## src/rtl/tcdm_bank_ctrl.sv

```systemverilog
// tcdm_bank_ctrl: per-bank TCDM slave front end driving one SRAM cut,
// with an idle-driven standby FSM.
// Optional build macro TCDM_BANK_CTRL_RDATA_REG_EN registers bank_q_i before
// tcdm_r_rdata_o, which gives two-cycle read latency.
module tcdm_bank_ctrl #(
  parameter int unsigned ADDR_WIDTH  = 10,
  parameter int unsigned DATA_WIDTH  = 32,
  parameter int unsigned BE_WIDTH    = DATA_WIDTH/8,
  parameter int unsigned IDLE_CYCLES = 16,
  parameter int unsigned WAKE_CYCLES = 2
) (
  input  logic                  CLK,
  input  logic                  RSTN,
  input  logic                  sleep_en_i,
  input  logic                  tcdm_req_i,
  input  logic [ADDR_WIDTH-1:0] tcdm_add_i,
  input  logic                  tcdm_wen_i,
  input  logic [BE_WIDTH-1:0]   tcdm_be_i,
  input  logic [DATA_WIDTH-1:0] tcdm_wdata_i,
  output logic                  tcdm_gnt_o,
  output logic                  tcdm_r_valid_o,
  output logic [DATA_WIDTH-1:0] tcdm_r_rdata_o,
  output logic                  bank_initn_o,
  output logic                  bank_stdby_o,
  output logic                  bank_csn_o,
  output logic                  bank_wen_o,
  output logic [DATA_WIDTH-1:0] bank_wmn_o,
  output logic [ADDR_WIDTH-1:0] bank_a_o,
  output logic [DATA_WIDTH-1:0] bank_d_o,
  input  logic [DATA_WIDTH-1:0] bank_q_i,
  output logic                  standby_o
);

  localparam int unsigned IDLE_W = 8;
  localparam int unsigned WAKE_W = 4;

  typedef enum logic [1:0] {
    ST_ACTIVE  = 2'd0,
    ST_STANDBY = 2'd1,
    ST_WAKE    = 2'd2
  } state_e;

  state_e              state_q, state_d;
  logic [IDLE_W-1:0]   idle_cnt_q, idle_cnt_d;
  logic [WAKE_W-1:0]   wake_cnt_q, wake_cnt_d;
  logic                accept;
  logic                resp_pending;
  logic                idle;
  logic                rvalid_q;

  // Grant only while the cut is fully awake; a transaction is req & gnt.
  assign tcdm_gnt_o = (state_q == ST_ACTIVE) & tcdm_req_i;
  assign accept     = tcdm_req_i & tcdm_gnt_o;

  // Bank strobes are a direct translation of the accepted request.
  assign bank_csn_o = ~accept;
  assign bank_wen_o = tcdm_wen_i;
  assign bank_a_o   = tcdm_add_i;
  assign bank_d_o   = tcdm_wdata_i;

  // Bit write mask: low only for bits of enabled bytes on an accepted write.
  for (genvar i = 0; i < int'(DATA_WIDTH); i++) begin : g_wmn
    assign bank_wmn_o[i] = ~(accept & ~tcdm_wen_i & tcdm_be_i[i/8]);
  end

`ifdef TCDM_BANK_CTRL_RDATA_REG_EN
  logic                  v1_q;
  logic [DATA_WIDTH-1:0] rdata_q;

  // Two-stage response pipe; Q is captured the cycle after the access.
  always_ff @(posedge CLK or negedge RSTN) begin
    if (!RSTN) begin
      v1_q     <= 1'b0;
      rvalid_q <= 1'b0;
      rdata_q  <= '0;
    end else begin
      v1_q     <= accept;
      rvalid_q <= v1_q;
      if (v1_q) rdata_q <= bank_q_i;
    end
  end

  assign resp_pending   = accept | v1_q;
  assign tcdm_r_rdata_o = rdata_q;
`else
  // Response one cycle after accept; Q is passed straight through.
  always_ff @(posedge CLK or negedge RSTN) begin
    if (!RSTN) rvalid_q <= 1'b0;
    else       rvalid_q <= accept;
  end

  assign resp_pending   = accept;
  assign tcdm_r_rdata_o = rvalid_q ? bank_q_i : '0;
`endif

  assign tcdm_r_valid_o = rvalid_q;

  // Idle means no request and nothing still in flight towards the requester.
  assign idle = ~tcdm_req_i & ~resp_pending;

  // Standby FSM next-state and counter logic.
  always_comb begin
    state_d    = state_q;
    idle_cnt_d = idle_cnt_q;
    wake_cnt_d = wake_cnt_q;
    case (state_q)
      ST_ACTIVE: begin
        wake_cnt_d = '0;
        if (tcdm_req_i || !sleep_en_i) begin
          idle_cnt_d = '0;
        end else if (idle && (idle_cnt_q != IDLE_W'(IDLE_CYCLES))) begin
          idle_cnt_d = idle_cnt_q + IDLE_W'(1);
        end
        if (sleep_en_i && idle && (idle_cnt_q == IDLE_W'(IDLE_CYCLES - 1))) begin
          state_d    = ST_STANDBY;
          idle_cnt_d = '0;
        end
      end
      ST_STANDBY: begin
        idle_cnt_d = '0;
        wake_cnt_d = '0;
        if (tcdm_req_i || !sleep_en_i) state_d = ST_WAKE;
      end
      ST_WAKE: begin
        idle_cnt_d = '0;
        if (wake_cnt_q == WAKE_W'(WAKE_CYCLES - 1)) begin
          state_d    = ST_ACTIVE;
          wake_cnt_d = '0;
        end else begin
          wake_cnt_d = wake_cnt_q + WAKE_W'(1);
        end
      end
      default: begin
        state_d    = ST_ACTIVE;
        idle_cnt_d = '0;
        wake_cnt_d = '0;
      end
    endcase
  end

  // State, counters and registered bank control outputs.
  always_ff @(posedge CLK or negedge RSTN) begin
    if (!RSTN) begin
      state_q      <= ST_ACTIVE;
      idle_cnt_q   <= '0;
      wake_cnt_q   <= '0;
      bank_stdby_o <= 1'b0;
      standby_o    <= 1'b0;
      bank_initn_o <= 1'b0;
    end else begin
      state_q      <= state_d;
      idle_cnt_q   <= idle_cnt_d;
      wake_cnt_q   <= wake_cnt_d;
      bank_stdby_o <= (state_d == ST_STANDBY);
      standby_o    <= (state_d == ST_STANDBY);
      bank_initn_o <= 1'b1;
    end
  end

endmodule

```

## config.mk

```make
export PLATFORM = sky130hd
export DESIGN_NAME = tcdm_bank_ctrl
export DESIGN_NICKNAME = d
export VERILOG_FILES = /design/src/rtl/tcdm_bank_ctrl.sv
export SDC_FILE = /design/constraint.sdc
export NUM_CORES = 1
export LEC_CHECK = 0
export BUFFER_PORTS_ARGS = -buffer_cell sky130_fd_sc_hd__buf_2
export CORE_AREA = 2 2 76 78
export DETAILED_ROUTE_END_ITERATION = 10
export DIE_AREA = 0 0 78 80
export HOLD_SLACK_MARGIN = 0.05
export PLACE_DENSITY = 0.75
export SYNTH_ARGS = -nofsm -noshare
export SYNTH_HDL_FRONTEND = slang
export SYNTH_SLANG_ARGS = --single-unit
export TNS_END_PERCENT = 20
```

## constraint.sdc

```tcl
create_clock -name CLK -period 5.2 [get_ports CLK]
set_input_delay 1.04 -clock CLK [delete_from_list [all_inputs] [get_ports CLK]]
set_output_delay 1.04 -clock CLK [all_outputs]
set_load 0.005 [all_outputs]
```

==> metrics.txt <==
status finished, final reports clean; Multi-input gate area 604.3 um2; reg2reg path depth 3; slew at the pin with the worst max-slew slack 0.8543 ns; crit-path max cell delay 0.48 ns; Worst-Skew Late Latency 0.25 ns; storage element area 425.4 um2; post-synthesis sequential area ratio 0.2619; Crit Path Max Fanout 10; CTS tree done; PnR Total Power 0.2996 mW; Worst Skew 0.001829 ns; ys async rst share 1.000; multiplexer area fraction after synthesis 0.01233; vias in the first global route 1253; antenna violations before repair 0; largest family of logic cells by synthesized area buffers and inverters; Max-Cap Viols 0; Synth Area in Adders 0.03082; startpoint types input pin; proportion of layout cells with a drive suffix above 1 0.5022; flops & latches, synth 17; hold buffers post-CTS 0; Initial Util 0.3005; slew margin rel. 0.4232; Endpoint, Worst Hold wake_cnt_q[0]$_DFF_PN0_; Slowest cell on crit path or3b_2; Synth Flop Type dfrtp_1; total wire length 5328 um; minimum clock period 3.363 ns; peak supply drop 190.5 uV; filler instances 618; Finish-stage setup viols 0; root buf cell clkbuf_8; WHS Path Cells 1; drt drc 0; r2r startpoint idle_cnt_q[5]$_DFFE_PN0P_; fmax 0.2973 GHz; Setup CP Type in -> out; Die ar. 0.006240 mm2; PortBufs 111; Post-Syn Instances 195; Post-Synth Simple-Gate Area 0.2327; drt pass-1 iters 4; critical-path cell list buf_2 > or3b_2 > nor2_1 > nand2_1 > buf_2; setup slack, reg-to-reg 3.53 ns; Final Hold Fails 0; Detail Route Antenna Nets 0; Post-Synthesis Net Count 282; # diodes 0; final setup TNS 0 ns; grt peak-use layer met2; HPWL after detailed placement 4634 um; Leak Pwr 0.8988 nW; WL/cell 17.58 um; IO Count 196; number of gates resized after cts 0; global-route wire length before repair 7562 um; CTS H-tree lvls 1; Final Cycle Share 0.6468; Die Height 80 um; setup bufs post-CTS 0; Reg-to-Reg End idle_cnt_q[2]$_DFFE_PN0P_; met3 Track Usage GR 0.1844; core area 0.005405 mm2; worst min-delay path class reg -> reg; Longest Clk Path Bufs 2; pwr/cell area 171.5 mW/mm2; Synth Warn # 0; Crit path required time 4.16 ns; GP Congestion 0.8835; hold path start wake_cnt_q[0]$_DFF_PN0_; DR iter-0 viols 8; WHS 0.4952 ns; cell mode on critical path buf_2; Final Max Tran Viols 0; GR Util All Layers 0.1646; Synth Cell Area 0.001624 mm2; largest net degree at the start of global routing 34; RSZ-0062 raised after global routing false; GR Layer Usage met1 0.1532; CP endpoint kind output pin; Synth Area in XOR/XNOR 0.02157; critical path data arrival time 2.32 ns; post-synthesis average cell area 8.329 um2; EDFF count, synth 0; Layout area overhead 7.550%; vias 1322; GRT overflow 0; drt via density 4.363; pre-CTS WS 1.829 ns; count of cell types in the netlist 30; setup ws final 1.837 ns; Synth Area in Compound Gates 0.07242; met2 Track Usage GR 0.2345; clock slew at reported path FFs 0.06 ns; Chip Width 78 um; TritonCTS Sinks 17; row cnt 27; CTS Buf Count 3; commonest non-fill, non-tap cell in the layout buf_2; nets 319; most frequent cells in the layout buf_2 (111), and2_1 (34), dfrtp_1 (17)
per-stage QoR:
step	util	cell area [um2]	cells
final	0.3231	1747	303
after global routing	0.3231	1747	303
after CTS	0.3231	1747	303
after detailed placement	0.3148	1702	299
after global placement	0.3148	1702	299
after floorplan	-	1624	195
synth_stat cells, types with 3 or more instances:
master	number	area (um2)
nand2_1	7	26.28
ha_1	4	50.05
o21ai_0	4	20.02
buf_4	72	540.5
or3_1	4	25.02
nor2_1	6	22.52
clkbuf_1	6	22.52
inv_1	7	26.28
and2_1	34	212.7
o2111ai_1	4	35.03
nand3_1	3	15.01
dfrtp_1	17	425.4
a21oi_1	4	20.02
state kept, by name, summed over array words and instances (netlist names):
name and cells:
wake_cnt_q 4, tcdm_r_valid_o 1, idle_cnt_q 8, bank_initn_o 1
standby_o 1, state_q 2
kinds of logic (layout without fill, tap and decap cells):
family | Yosys count | count (layout)
buffers and inverters | 86 | 122
multiplexers | 2 | 2
flip-flops | 17 | 17
other | 1 | 1
AND/OR/NAND/NOR | 64 | 64
AO/OA/AOI/OAI | 17 | 17
adder cells (fa/ha/maj) | 4 | 4
XOR/XNOR | 4 | 4
critical path, delay by kind of cell:
| family | cells | cell delay [ns] |
|---|---|---|
| AND/OR/NAND/NOR | 3 | 0.91 |
| buffers and inverters | 2 | 0.37 |
layer usage:
layer,share of wire,vias to the layer above
met3,0.25,16
li1,-,631
met5,0,-
met4,0.021,0
met1,0.31,599
met2,0.41,76
worst max-delay path by stage:
stage                from  depth (start not counted)             end  slack (ns)
3_5_place_dp   tcdm_req_i                          5  bank_wmn_o[21]        1.83
2_1_floorplan  tcdm_req_i                          5  bank_wmn_o[10]        1.83
4_1_cts        tcdm_req_i                          5  bank_wmn_o[21]        1.83
3_3_place_gp   tcdm_req_i                          5  bank_wmn_o[29]        1.93
5_1_grt        tcdm_req_i                          5  bank_wmn_o[25]        1.72
6_report       tcdm_req_i                          5  bank_wmn_o[21]        1.84
final cells by class:
cell class	instances	area share
Timing Repair Buffer	111	0.3181
Inverter	7	0.01504
Tap cell	72	0.05158
Sequential cell	17	0.2436
Clock buffer	4	0.02579
Multi-Input combinational cell	92	0.3460
where the power goes:
part,internal [mW],leakage [nW],switching (mW)
clock,0.0544,0.0228,0.0436
combinational,0.0351,0.644,0.0300
sequential,0.134,0.232,0.00297
Note: power is estimated with default switching activity, not from simulation.
